==> config.mk <==
export PLATFORM = sky130hd
export DESIGN_NAME = avr_sysctl
export DESIGN_NICKNAME = d
export VERILOG_FILES = /design/src/rtl/avr_sysctl_pkg.sv /design/src/rtl/avr_sysctl_irq_ctrl.sv /design/src/rtl/avr_sysctl.sv
export SDC_FILE = /design/constraint.sdc
export NUM_CORES = 1
export LEC_CHECK = 0
export ABC_AREA = 1
export CAP_MARGIN = 20
export CORE_MARGIN = 5
export CORE_UTILIZATION = 33
export CTS_CLUSTER_SIZE = 30
export DETAILED_ROUTE_END_ITERATION = 16
export PLACE_DENSITY = 0.73
export SYNTH_ARGS = -nofsm -noshare
export SYNTH_HDL_FRONTEND = slang
export SYNTH_SLANG_ARGS = --single-unit
==> constraint.sdc <==
create_clock -name clock -period 2 [get_ports clock]
set_input_delay 0.4 -clock clock [delete_from_list [all_inputs] [get_ports clock]]
set_output_delay 0.4 -clock clock [all_outputs]
set_load 0.05 [all_outputs]
==> src/rtl/avr_sysctl_pkg.sv <==
// Shared definitions for the AVR system controller: register offsets and STATUS layout.
package avr_sysctl_pkg;

    localparam logic [1:0] REG_BANK   = 2'd0;
    localparam logic [1:0] REG_MASK   = 2'd1;
    localparam logic [1:0] REG_PEND   = 2'd2;
    localparam logic [1:0] REG_STATUS = 2'd3;

    localparam int STATUS_INSV_BIT = 7;
    localparam int STATUS_VECT_LSB = 0;
    localparam int STATUS_VECT_W   = 3;

    function automatic logic [7:0] status_byte(input logic in_service, input logic [2:0] vect);
        return {in_service, 4'b0000, vect};
    endfunction

endpackage

==> src/rtl/avr_sysctl_irq_ctrl.sv <==
// Edge-triggered, maskable, fixed-priority interrupt controller (lowest index wins).
module irq_ctrl #(
    parameter int IRQ_N = 8
) (
    input  logic             clock,
    input  logic             reset,
    input  logic [IRQ_N-1:0] irq_src,
    input  logic [IRQ_N-1:0] mask,
    input  logic [IRQ_N-1:0] pend_clr,
    input  logic             eoi,
    input  logic             intr_ack,
    output logic [IRQ_N-1:0] pend,
    output logic             in_service,
    output logic             intr,
    output logic [2:0]       vect
);

    logic [IRQ_N-1:0] prev;
    logic [IRQ_N-1:0] rise;
    logic [IRQ_N-1:0] ack_clr;
    logic             ack_fire;
    logic             cand_valid;
    logic [2:0]       cand;

    always_comb begin
        ack_fire   = intr_ack & intr;
        rise       = irq_src & ~prev;
        ack_clr    = '0;
        cand_valid = 1'b0;
        cand       = 3'd0;
        for (int i = 0; i < IRQ_N; i++) begin
            ack_clr[i] = ack_fire && (vect == 3'(i));
        end
        // Descending scan so the lowest pending, enabled source ends up selected.
        for (int i = IRQ_N - 1; i >= 0; i--) begin
            if (pend[i] && mask[i]) begin
                cand_valid = 1'b1;
                cand       = 3'(i);
            end
        end
    end

    always_ff @(posedge clock) begin
        // Tracked during reset too, so a line already high at release is not an edge.
        prev <= irq_src;
        if (reset) begin
            pend       <= '0;
            in_service <= 1'b0;
            intr       <= 1'b0;
            vect       <= 3'd0;
        end else begin
            pend <= (pend & ~pend_clr & ~ack_clr) | rise;
            if (ack_fire) begin
                in_service <= 1'b1;
            end else if (eoi) begin
                in_service <= 1'b0;
            end
            if (!ack_fire && !in_service && cand_valid) begin
                intr <= 1'b1;
                vect <= cand;
            end else begin
                intr <= 1'b0;
            end
        end
    end

endmodule

==> src/rtl/avr_sysctl.sv <==
// AVR system controller: bank-window address mapping, register block and interrupt pins.
module avr_sysctl
    import avr_sysctl_pkg::*;
#(
    parameter int          ADDR_W    = 17,
    parameter logic [15:0] WIN_BASE  = 16'h8000,
    parameter int          WIN_BITS  = 14,
    parameter logic [15:0] CTRL_BASE = 16'h0040,
    parameter int          IRQ_N     = 8
) (
    input  logic              clock,
    input  logic              reset,
    input  logic [15:0]       cpu_address,
    input  logic [7:0]        cpu_data_o,
    input  logic              cpu_we,
    input  logic              cpu_read,
    output logic [7:0]        cpu_data_i,
    output logic [ADDR_W-1:0] ram_address,
    output logic [7:0]        ram_d,
    output logic              ram_we,
    input  logic [7:0]        ram_q,
    input  logic [IRQ_N-1:0]  irq_src,
    output logic              intr,
    output logic [2:0]        vect,
    input  logic              intr_ack
);

    localparam int BANK_W = ADDR_W - WIN_BITS;

    logic [BANK_W-1:0] bank;
    logic [IRQ_N-1:0]  mask;
    logic [IRQ_N-1:0]  pend;
    logic [IRQ_N-1:0]  pend_clr;
    logic              in_service;
    logic              eoi;
    logic              win_hit;
    logic              reg_hit;
    logic              reg_wr;
    logic [1:0]        reg_off;
    logic [7:0]        reg_rd_val;
    logic              sel_q;
    logic [7:0]        reg_q;

    always_comb begin
        win_hit     = cpu_address[15:WIN_BITS] == WIN_BASE[15:WIN_BITS];
        reg_hit     = cpu_address[15:2] == CTRL_BASE[15:2];
        reg_off     = cpu_address[1:0];
        reg_wr      = cpu_we & reg_hit & ~reset;
        ram_we      = cpu_we & ~reg_hit & ~reset;
        ram_d       = cpu_data_o;
        ram_address = win_hit ? {bank, cpu_address[WIN_BITS-1:0]} : ADDR_W'(cpu_address);
        pend_clr    = (reg_wr && reg_off == REG_PEND) ? cpu_data_o[IRQ_N-1:0] : '0;
        eoi         = reg_wr && reg_off == REG_STATUS;
        unique case (reg_off)
            REG_BANK: reg_rd_val = 8'(bank);
            REG_MASK: reg_rd_val = 8'(mask);
            REG_PEND: reg_rd_val = 8'(pend);
            default:  reg_rd_val = status_byte(in_service, vect);
        endcase
        cpu_data_i  = sel_q ? reg_q : ram_q;
    end

    // Registered read data lines register reads up with the RAM's one-cycle latency.
    always_ff @(posedge clock) begin
        if (reset) begin
            bank  <= '0;
            mask  <= '0;
            sel_q <= 1'b0;
            reg_q <= 8'h00;
        end else begin
            sel_q <= reg_hit;
            if (cpu_read || reg_hit) begin
                reg_q <= reg_rd_val;
            end
            if (reg_wr && reg_off == REG_BANK) begin
                bank <= cpu_data_o[BANK_W-1:0];
            end
            if (reg_wr && reg_off == REG_MASK) begin
                mask <= cpu_data_o[IRQ_N-1:0];
            end
        end
    end

    irq_ctrl #(
        .IRQ_N(IRQ_N)
    ) u_irq_ctrl (
        .clock      (clock),
        .reset      (reset),
        .irq_src    (irq_src),
        .mask       (mask),
        .pend_clr   (pend_clr),
        .eoi        (eoi),
        .intr_ack   (intr_ack),
        .pend       (pend),
        .in_service (in_service),
        .intr       (intr),
        .vect       (vect)
    );

endmodule

* Word-level counts from Yosys, hierarchy flattened
Index checks and enable logic that the tools add are counted.
W data, S select, Z words.
** Storage, ports and cells
- Bits of input ports :: 45
- Word-level logic and storage cells :: 86
- Output and inout bits :: 38
- Bits in registers :: 41
** Operators by class
- Mux-type cells :: 23
- Reduce and logical (&&, ||, !) cells :: 28
- Bitwise logic cells :: 14
- Equality and inequality tests :: 12
** Operators by type and width (number)
- $and A8 B8 Y8 :: 3
- $mux W3 :: 8
- $not A8 Y8 :: 3
- $pmux W8 S3 :: 1
- $logic_and A1 B1 Y1 :: 22
- $mux W17 :: 1
- $mux W8 :: 2
- $eq A14 B5 Y1 const B :: 1
- $eq A3 B3 Y1 const B :: 4
- $mux W1 :: 11
- $or A8 B8 Y8 :: 1
- $eq A2 B2 Y1 const B :: 3
- $eq A3 B2 Y1 const B :: 2
- $and A1 B1 Y1 :: 5
- $eq A3 B1 Y1 const B :: 1
- $logic_not A3 Y1 :: 1
- $eq A2 B1 Y1 const B :: 1
- $logic_not A1 Y1 :: 2
- $logic_not A2 Y1 :: 1
- $not A1 Y1 :: 2
- $reduce_bool A2 Y1 :: 1
- $logic_or A1 B1 Y1 :: 1

* Logic depth before layout (Yosys ltp)
- Depth in word-level cells :: 11
- Depth in mapped cells :: 9

* By module
A second synthesis with hierarchy kept.
** Unflattened totals
- Cells, all modules :: 365
- Area total of the unflattened synthesis :: 2326.0 µm²
** Modules (own cells, without submodules)
- avr_sysctl :: cells an instance 252, instances 1, area each 1471.4 µm²
- irq_ctrl :: cells an instance 113, instances 1, area each 854.6 µm²

* Worst setup path after synthesis
No wires, ideal clock.
- Path kind :: input -> output
- Start :: in cpu_address[15]
- End :: out ram_address[14]
- Path slack :: 0.073 ns
- Arrival time :: 1.527 ns
- Stages :: 2
- Cells stage by stage :: inv_1 > o21ai_0
** Between the ends
- Word-level cells in the longest chain between the ends :: 2
** RTL lines
- from (decl) :: RTL line avr_sysctl.sv:13 : input logic [15:0] cpu_address,
- $eq A2 B2 Y1 :: RTL line avr_sysctl.sv:45 : win_hit = cpu_address[15:WIN_BITS] == WIN_BASE[15:WIN_BITS];
- $mux W17 :: RTL line avr_sysctl.sv:51 : ram_address = win_hit ? {bank, cpu_address[WIN_BITS-1:0]} : ADDR_W'(cpu_address);
- to (decl) :: RTL line avr_sysctl.sv:18 : output logic [ADDR_W-1:0] ram_address,
Every way passes these cells.

* Worst setup path in the final report
- Start :: in cpu_address[11]
- End :: out ram_we
** Between the ends
- Word-level cells in the longest chain between the ends :: 4
** RTL lines
- $eq A14 B5 Y1 :: RTL line avr_sysctl.sv:46 : reg_hit = cpu_address[15:2] == CTRL_BASE[15:2];
- $not A1 Y1 :: RTL line avr_sysctl.sv:49 : ram_we = cpu_we & ~reg_hit & ~reset;
- $and A1 B1 Y1 (2 in series) :: RTL line avr_sysctl.sv:49
- to (decl) :: RTL line avr_sysctl.sv:20 : output logic ram_we,
Every way passes these cells.

==> run_results.csv <==
group,metric,value,unit
worst_setup_path,rrSetupSlack,0.76,ns
synthesis,synth_edf_count,0,
worst_setup_path,cpPeakStageDelay,0.54,ns
power,peakVddDrop,0.394,mV
cts,numCtsBuffers,5,
drt,wl,5.85,mm
synthesis,synth_fa_ha_area_share,0,%
synthesis,synthTopCellsByArea,"dfxtp_1, nand2_1, nor2_1",
synthesis,synthFlopType,"dfxtp_1",
placement,hpwlAfterDp,4.60,mm
synthesis,synthesis.nets,344,
grt,track_usage,14.7,%
synthesis,ys_warn_count,0,
cts,clock_latency,0.30,ns
synthesis,netlist_top_cells_count,"nand2_1, nor2_1, dfxtp_1",
timing,hold_viol,0,
worst_setup_path,worstSetupEndpointType,"primary output",
cells_and_area,antenna_cells,0,
die,io_pins,83,
synthesis,synth_top_family_by_area,"simple AND/OR/NAND/NOR gates",
grt,grt_max_degree,22,
die,die_width,89.7,µm
placement,place_congestion,0.948,
flow_run,cap_violations,0,
worst_setup_path,worstSetupPathType,"in -> out",
placement,dp_slack,0.00521,ns
timing,fin_ws,0.0959,ns
die,core,6280,µm²
timing,finalSetupTns,0,ns
cells_and_area,areaGrowthSynthToFinish,61.4,%
synthesis,synth.area.mux_share,4.29,%
drt,wl_per_cell,12.8,µm
power,finalPower,1880,µW
synthesis,synth-simple-area-share,27.5,%
drt,ant_nets,0,
power,power_density,556,nW/µm²
cts,clock_path_buffers,2,
worst_setup_path,worstPathCellList,"clkdlybuf4s50_1 -> nor2_1 -> nand2_1 -> nor2_4 -> a21oi_2 -> buf_12",
timing,period_share,95.2,%
synthesis,synth-xor-area-share,0,%
drt,drt_iter0_drc,154,
drt,drc,0,
placement,dp.cells,449,
timing,post-route-min-period,1.90,ns
die,rows,29,
cells_and_area,nets,424,
synthesis,synth_compound_area_share,14.2,%
synthesis,synth_cell_type_count,26,
die,die-height,89.7,µm
synthesis,asyncSetResetFlopFracSynth,0,%
grt,grt_pass1_vias,2062,
synthesis,synthCells,299,
synthesis,synth_top_area_cell,"dfxtp_1",
synthesis,ys_seq_elements,41,
grt,grt_pass1_wl,9.86,mm
cts,path_clk_slew,0.07,ns
worst_setup_path,arrival,1.50,ns
timing,setup-violations-final,0,
worst_setup_path,crit_slowest_cell,"clkdlybuf4s50_1",
drt,drt-pass1-iter-count,5,
synthesis,synth_most_common_cell,"nand2_1",
grt,globalRoute.totalOverflow,0,
worst_setup_path,path_max_fanout,2,
grt,antenna_found_initial,0,
synthesis,netlist_area,2100,µm²
timing,max_freq,525,MHz
placement,portBuffers,82,
cts,cts_tree,"done",
synthesis,yosysTopAreaCellShare,39.1,%
cts,cts_hold_buf,0,
cells_and_area,final_cells,457,
hold_path,hold_path.class,"reg -> reg",
die,start_util,33.4,%
drt,vias,2182,
timing,worstMarginPinSlew,0.501,ns
cts,cts.sinks,41,
run_status,status,"completed",
cts,cts_root_buffer,"clkbuf_8",
synthesis,avgSynthCellArea,7.02,µm²
synthesis,seq_area_frac_synth,39.1,%
worst_setup_path,cp.required,1.60,ns
timing,drv_slew,0,
die,die-area,8050,µm²
timing,rsz0062_at_grt,"no",
worst_setup_path,cp-start-kind,"input port",
timing,slew_headroom,66.5,%
cts,htree_levels,2,
timing,fin_worst_skew,0.00465,ns
power,p_leak,0.00155,µW
cells_and_area,final_core_util,54.0,%
cells_and_area,layout-drive-gt1-share,20.8,%
drt,vias_per_cell,4.77,
report_power, final:
group          switching, µW  leakage (µW)  internal [µW]
Combinational            252       0.00117            262
Sequential              14.3      0.000337            845
Clock                    262     0.0000395            248
Total                    529       0.00155           1350
what timing repair did:
action / in CTS / in global routing
hold endpoints to repair: 0 / 0
endpoints found under the setup margin: 0 / 1
setup buffers: 0 / 0
gates resized for setup: 0 / 2
stage by stage:
stage | hold slack (ns) | instance area, µm²
global route | 0.513 | 3390
detailed placement | 0.468 | 3300
global placement | 0.467 | 3300
CTS | 0.481 | 3380
finish | 0.481 | 3390
floorplan | 0.428 | 2100
layout make-up:
class	count	area, µm²
Timing Repair Buffer	101	1300
Fill cell	586	2890
Tap cell	77	96.3
Clock buffer	8	80.1
Sequential cell	41	821
Inverter	32	120
Multi-Input combinational cell	198	973
placed cells by master (no fill, tap or decap), types with 2 or more instances in the layout:
master	n
nor2_4	3
buf_4	22
a211oi_1	2
dfxtp_1	41
nand3_1	11
inv_1	31
a31oi_1	5
clkbuf_8	5
nand2_4	2
buf_12	34
a21boi_0	3
nand2_1	62
clkdlybuf4s50_1	45
nor2_1	56
o21ai_0	23
o21ai_1	2
clkbuf_1	3
mux2_2	8
a21oi_1	14
critical path: cells and delay by family:
kind / cells / cell delay (ns)
buffers and inverters: 2 / 0.70
and+or+nand+nor: 3 / 0.22
AOI/OAI and AO/OA: 1 / 0.18
worst paths after layout:
| kind | startpoint | end | cells past startpoint |
|---|---|---|---|
| hold / removal | u_irq_ctrl.prev[5] | u_irq_ctrl.pend[5] | 3 |
| setup reg to reg | u_irq_ctrl.pend[0] | u_irq_ctrl.vect[1] | 7 |
| setup / recovery | cpu_address[11] | ram_we | 6 |
| hold reg to reg | u_irq_ctrl.prev[5] | u_irq_ctrl.pend[5] | 3 |
kinds of logic after synthesis:
logic type             after synthesis
AO/OA/AOI/OAI                       53
AND/OR/NAND/NOR                    137
buffers and inverters               60
flip-flops                          41
multiplexers                         8
routing by layer:
layer,up-vias,part of all wire [%],track usage [%]
met5,-,0,0
met4,0,1.2,3.90
met3,9,7.3,4.76
met2,82,48,23.9
met1,993,43,18.6
li1,1098,-,-
registers in the layout, indices dropped and copies added, names as in the netlist:
name / cells
u_irq_ctrl.in_service: 1
bank: 3
u_irq_ctrl.intr: 1
u_irq_ctrl.pend: 8
u_irq_ctrl.vect: 3
reg_q: 8
sel_q: 1
u_irq_ctrl.prev: 8
mask: 8
Note: power is estimated with default switching activity, not from simulation.
